<file path="config.mk">
export PLATFORM = sky130hd
export DESIGN_NAME = fixed_point_addsub_cmp_signed
export DESIGN_NICKNAME = d
export VERILOG_FILES = /design/src/rtl/fixed_point_addsub_cmp_signed.sv
export SDC_FILE = /design/constraint.sdc
export NUM_CORES = 1
export LEC_CHECK = 0
export ABC_AREA = 1
export ABC_CLOCK_PERIOD_IN_PS = 3150
export BUFFER_PORTS_ARGS = -buffer_cell sky130_fd_sc_hd__buf_4
export CAP_MARGIN = 20
export CELL_PAD_IN_SITES_DETAIL_PLACEMENT = 0
export CELL_PAD_IN_SITES_GLOBAL_PLACEMENT = 1
export CORE_MARGIN = 3
export CORE_UTILIZATION = 35
export DETAILED_ROUTE_END_ITERATION = 7
export GPL_TIMING_DRIVEN = 0
export PLACE_DENSITY_LB_ADDON = 0.1
export SYNTH_ARGS = -nofsm -noshare
export SYNTH_HDL_FRONTEND = slang
export SYNTH_SLANG_ARGS = --single-unit
</file>
<file path="constraint.sdc">
create_clock -name vclk -period 3.15
set_input_delay 0.63 -clock vclk [all_inputs]
set_output_delay 0.63 -clock vclk [all_outputs]
set_load 0.02 [all_outputs]
</file>
<file path="src/rtl/fixed_point_addsub_cmp_signed.sv">
// Signed Q(INTEGER_WIDTH).(DECIMAL_WIDTH) add/subtract with overflow flag plus signed three-way compare.
// LATENCY selects combinational outputs (0) or one enabled output register stage (1).
module fixed_point_addsub_cmp_signed #(
  parameter int INTEGER_WIDTH = 2,
  parameter int DECIMAL_WIDTH = 20,
  parameter int DATA_WIDTH    = INTEGER_WIDTH + DECIMAL_WIDTH,
  parameter int LATENCY       = 0
) (
  input  logic                  clk,
  input  logic                  rst_n,
  input  logic                  clk_en,
  input  logic [DATA_WIDTH-1:0] dataa,
  input  logic [DATA_WIDTH-1:0] datab,
  input  logic                  add_sub,
  output logic [DATA_WIDTH-1:0] result,
  output logic                  overflow,
  output logic                  aeb,
  output logic                  agb,
  output logic                  alb
);

  logic [DATA_WIDTH-1:0]        b_eff;
  logic [DATA_WIDTH-1:0]        result_d;
  logic                         overflow_d;
  logic                         aeb_d;
  logic                         agb_d;
  logic                         alb_d;
  logic signed [DATA_WIDTH-1:0] a_sgn;
  logic signed [DATA_WIDTH-1:0] b_sgn;

  // Subtraction is A + ~B + 1, so the most-negative B wraps naturally.
  assign b_eff    = add_sub ? datab : ~datab;
  assign result_d = dataa + b_eff + {{(DATA_WIDTH-1){1'b0}}, ~add_sub};

  // Overflow when the effective addends agree in sign but the result does not.
  assign overflow_d = (dataa[DATA_WIDTH-1] == b_eff[DATA_WIDTH-1]) &&
                      (result_d[DATA_WIDTH-1] != dataa[DATA_WIDTH-1]);

  assign a_sgn = dataa;
  assign b_sgn = datab;
  assign aeb_d = (dataa == datab);
  assign agb_d = (a_sgn > b_sgn);
  assign alb_d = ~aeb_d & ~agb_d;

  generate
    if (LATENCY == 0) begin : g_comb
      logic unused_clk_ok;
      assign unused_clk_ok = &{1'b0, clk, rst_n, clk_en};

      assign result   = result_d;
      assign overflow = overflow_d;
      assign aeb      = aeb_d;
      assign agb      = agb_d;
      assign alb      = alb_d;
    end else if (LATENCY == 1) begin : g_reg
      logic [DATA_WIDTH-1:0] result_q;
      logic                  overflow_q;
      logic                  aeb_q;
      logic                  agb_q;
      logic                  alb_q;

      always_ff @(posedge clk or negedge rst_n) begin
        if (!rst_n) begin
          result_q   <= '0;
          overflow_q <= 1'b0;
          aeb_q      <= 1'b0;
          agb_q      <= 1'b0;
          alb_q      <= 1'b0;
        end else if (clk_en) begin
          result_q   <= result_d;
          overflow_q <= overflow_d;
          aeb_q      <= aeb_d;
          agb_q      <= agb_d;
          alb_q      <= alb_d;
        end
      end

      assign result   = result_q;
      assign overflow = overflow_q;
      assign aeb      = aeb_q;
      assign agb      = agb_q;
      assign alb      = alb_q;
    end else begin : g_bad_latency
      $error("fixed_point_addsub_cmp_signed: LATENCY must be 0 or 1");
    end
  endgenerate

endmodule

</file>
==> results of run 1 <==
-- kinds of logic after synthesis --
kind of cell | after synthesis | share of synthesized area, %
AND/OR/NAND/NOR | 181 | 35.0
buffers and inverters | 77 | 13.6
AO/OA/AOI/OAI | 53 | 13.6
adder cells (fa/ha/maj) | 43 | 24.8
XOR/XNOR | 33 | 13.1
-- layout make-up --
cell class,instances,share of cell area [%]
Inverter,74,8.92
Multi-Input combinational cell,310,67.5
Timing Repair Buffer,81,19.5
Buffer,3,1.08
Tap cell,75,3.01
-- cell usage after synthesis --
library cell,count
a31oi_1,1
nand3b_1,1
o211ai_2,1
inv_2,1
and2_1,1
a21o_1,2
xnor2_1,23
o21ai_0,12
nor3_1,4
buf_2,2
nand2_2,4
xor2_1,10
nand4_1,9
nor2_2,3
o21a_1,1
inv_1,73
nand2_1,115
nand3_2,2
fa_1,1
buf_6,1
nand3_1,18
nor4_1,1
a21oi_1,32
o21ai_4,1
or2_2,1
o21ai_2,1
nor2_1,22
o21ai_1,1
ha_1,42
o21bai_1,1
-- cell usage in the layout, fill, tap and decap left out, drive strengths merged --
cell	count
a31oi	1
a21oi	32
nor2	25
nor4	1
xnor2	23
buf	84
nor3	4
xor2	10
nand3	20
a21o	2
nand4	9
ha	42
nand3b	1
o21bai	1
or2	1
o21ai	15
and2	1
o211ai	1
fa	1
o21a	1
nand2	119
inv	74
-- power by group through the flow --
stage | clock [mW] | combinational [mW] | sequential, mW
2_1_floorplan | 0 | 0.527 | 0
3_3_place_gp | 0 | 0.814 | 0
3_5_place_dp | 0 | 0.818 | 0
4_1_cts | 0 | 0.825 | 0
5_1_grt | 0 | 1.01 | 0
6_report | 0 | 0.914 | 0
-- metrics by stage --
| step | setup slack, ns | area, µm² | hold WS [ns] | cells |
|---|---|---|---|---|
| 2_1_floorplan | 0.0235 | 2200 | 1.47 | 387 |
| 3_3_place_gp | -0.121 | 2820 | 1.69 | 532 |
| 3_5_place_dp | -0.119 | 2820 | 1.69 | 532 |
| 4_1_cts | 0.0125 | 2850 | 1.69 | 532 |
| 5_1_grt | -0.0103 | 3110 | 1.72 | 543 |
| 6_report | 0.104 | 3110 | 1.69 | 543 |
-- routing by layer --
metal  GRT usage [%]  vias up
li1                -     1396
met1            24.1     1123
met2            26.7       45
met3           0.291        0
met4               0        0
met5               0        -
-- repair_timing --
item | in CTS | in global routing
setup buffers | 0 | 11
hold buffers | 0 | 0
pin swaps | 0 | 15
endpoints found under the setup margin | 12 | 14
gates resized for setup | 6 | 52
-- worst paths after layout --
path | slack [ns] | end | start
hold / removal | 1.69 | result[0] | datab[0]
setup / recovery | 0.10 | result[5] | add_sub
-- critical path, stage by stage --
cell      delay [ns]
buf_6           0.12
buf_6           0.16
xnor2_1         0.14
ha_2            0.40
nand2_4         0.09
nor2_2          0.14
nand2_1         0.11
o211ai_4        0.13
buf_4           0.16
xor2_1          0.16
buf_4           0.17
==> reports/metrics.yaml, run 1 <==
min_path_cells: 4
arrival_ns: 2.42
die_w_um: 85.3
setup_viol: 0
setup_tns_ns: 0
seq_cells: 0
critical_path.startpoint_type: "primary input"
synthCells: 387
grt_pass1_vias: 2240
drv_slew: 0
overflow: 0
wl_met1_um: 3160
rows: 28
top_layer_used: "met3"
via_per_inst: 4.72
synth.yosys.seq_area_share_pct: 0
dr_total_vias: 2564
nFillCells: 678
grt_start_max_net_pins: 11
p_per_area_nw_per_um2: 294
dr_wl_met2_um: 2980
layout.nets: 561
ios: 74
end_kind: "primary output"
status: "completed"
yosysTopAreaCellShare_pct: 23.9
worstPathMaxFanout: 10
criticalPathCategory: "primary input to primary output"
antenna_found_initial: 0
antenna_left: 0
seqPwrFrac_pct: 0
die_h_um: 85.3
dr_wl_met3_um: 218
drtPass1Iterations: 4
yosysTopAreaCell: "ha_1"
critPathRequiredTime_ns: 2.52
p_leak_nw: 1.76
dieArea_um2: 7280
min_path_type: "primary input to primary output"
synth.avg_cell_area_um2: 5.69
final_util_pct: 51.7
tightest_slew_ns: 0.326
synthesis.nets: 478
initial_utilization_pct: 36.6
fin_crit_sh_pct: 96.7
hpwl_um: 5680
first_iter_violations: 137
drc: 0
post_route_cells_drive_above_1_share_pct: 29.9
grtUsageTotal_pct: 15.9
seq_area_um2: 0
area_growth_pct: 41.3
core_area_um2: 6030
diodes: 0
yosys_warnings: 0
peakVddDrop_mv: 0.152
power_mw: 0.914
cap_violations: 0
clkbuf_count: 0
timing_hold_violations_final: 0
p_int_mw: 0.394
clkPwrFrac_pct: 0
synth_cell_type_count: 30
pwr-share-comb_pct: 100.0
max_freq_ghz: 0.328
synth_area_um2: 2200
port_buffers: 70
multi_input_area_um2: 2100
gp_congestion: 0.841
p_sw_share_pct: 56.9
routed_wl_um: 6360
min_period_ns: 3.05
p_sw_mw: 0.520
slew-limit-headroom_pct: 78.1
wl_per_cell_um: 11.7
grt_pass1_wl_um: 9800
synth.area.top_cells: "ha_1 24%, nand2_1 20%, inv_1 12%"
No activity file was read; power rests on OpenSTA's default activity.
==> run 2, diff against run 1 <==
- ABC_CLOCK_PERIOD_IN_PS: 3150 -> 2890
- CORE_ASPECT_RATIO: not set -> 1.4
- clock period: 3.15 -> 2.89 ns (I/O delays scaled with it)
==> run 2 against run 1 <==
Net effect: largest cell class unchanged; the flow now finishes with violations (negative setup slack); largest power group unchanged; critical endpoint is now result[14]; cell count up 3.1%; setup slack worse by 0.14 ns; flip-flop and latch count unchanged.
==> reports/metrics.yaml, run 2 (synthesis results as in run 1) <==
final_common_cell: "nand2_1"
critPathRequiredTime_ns: 2.31
arrival_ns: 2.35
layout_common_cells: "91 x nand2_1, 90 x buf_4, 66 x inv_1"
criticalPathCategory: "primary input to primary output"
antenna_found_initial: 0
area_growth_pct: 73.6
clkbuf_count: 0
crit_family: "simple AND/OR/NAND/NOR gates"
critical_path.startpoint_type: "primary input"
seq_cells: 0
nFillCells: 564
cp-endpoint: "result[14]"
first_iter_violations: 66
post-place-ws_ns: -0.266
p_leak_nw: 2.02
port_buffers: 70
crit_slowest_cell: "fa_2"
die_h_um: 99.9
path_common_cell: "nand2_2"
initial_utilization_pct: 36.8
gp_congestion: 0.835
p_per_area_nw_per_um2: 333
status: "finished with violations"
min_period_ns: 2.93
layout.nets: 583
dieArea_um2: 7300
hpwl_um: 5850
rsz0062_at_grt: "true"
via_per_inst: 4.89
max_freq_ghz: 0.341
core_area_um2: 5990
antenna_left: 0
die_w_um: 73.1
dpl_cell_area_um2: 2840
diodes: 0
worstPathMaxFanout: 5
tightest_slew_ns: 0.294
min_path_cells: 4
critPathBufInv: 4
dr_total_vias: 2741
failed_checks: "negative setup slack"
cap_violations: 0
post_route_cells_drive_above_1_share_pct: 45.3
setup_viol: 2
end_kind: "primary output"
hold_buffers: 0
seq_area_um2: 0
worstSetupStartpoint: "add_sub"
cp_cell_sequence: "buf_12, buf_12, xor2_4, fa_2, inv_2, nand3_2, nand2_2, nand2_1, nand2_2, nand3_2, nand2_2, xor2_2, buf_6"
fin_crit_sh_pct: 101
min_path_type: "primary input to primary output"
drtPass1Iterations: 4
ios: 74
grt_start_max_net_pins: 11
wl_per_cell_um: 13.7
grt_pass1_vias: 2462
grtUsageTotal_pct: 17.7
routed_wl_um: 7660
overflow: 0
drc: 0
cp_slowest_stage_delay_ns: 0.41
worst_slack_ns: -0.0402
slew-limit-headroom_pct: 80.2
timing_hold_violations_final: 0
grt_pass1_wl_um: 10700
rows: 33
peakVddDrop_mv: 0.148
drv_slew: 0
finalInstanceArea_um2: 3820
cp.depth: 13
[run 2: cell types whose count changed in the layout (fill, tap and decap cells not counted), sizes merged]
| cell | before | now |
|---|---|---|
| buf | 84 | 105 |
| clkbuf | 0 | 1 |
[run 2: how the worst min path moves through the flow]
stage	from	end	slack, ns
3_5_place_dp	datab[0]	result[0]	1.59
6_report	datab[0]	result[0]	1.59
3_3_place_gp	datab[0]	result[0]	1.59
5_1_grt	datab[0]	result[0]	1.62
4_1_cts	datab[0]	result[0]	1.59
2_1_floorplan	datab[0]	result[0]	1.36
[run 2: cell type report]
type	instances	area [µm²]	area share, %
Tap cell	70	87.6	2.29
Inverter	74	278	7.26
Multi-Input combinational cell	310	2570	67.2
Buffer	3	55.1	1.44
Timing Repair Buffer	103	836	21.9
[run 2: per-layer routing]
metal / track usage (%) / share of wire, % / vias up
met4: 2.84 / 2.7 / 0
met5: 0 / 0 / -
li1: - / - / 1442
met1: 20.4 / 36 / 1218
met3: 0.802 / 3.9 / 12
met2: 35.1 / 57 / 69
[run 2: report_power, final]
group	internal, mW	switching [mW]	total (mW)
combinational	0.590	0.684	1.27
clock	0	0	0
sequential	0	0	0
[run 2: per-stage QoR]
step / total power [mW] / hold WS (ns) / utilization (%) / TNS (ns) / instances
2_1_floorplan: 0.586 / 1.36 / - / -0.0168 / 387
3_3_place_gp: 0.905 / 1.59 / 47.5 / -3.18 / 527
3_5_place_dp: 0.910 / 1.59 / 47.5 / -3.17 / 527
4_1_cts: 1.02 / 1.59 / 52.3 / -0.0312 / 542
5_1_grt: 1.38 / 1.62 / 63.9 / -0.876 / 560
6_report: 1.27 / 1.59 / 63.9 / -0.0679 / 560
[run 2: what timing repair did]
item,4_1_cts,5_1_grt
gates resized for setup,51,109
pin swaps,15,51
gates cloned,0,1
endpoints found under the setup margin,18,16
setup buffers,15,17
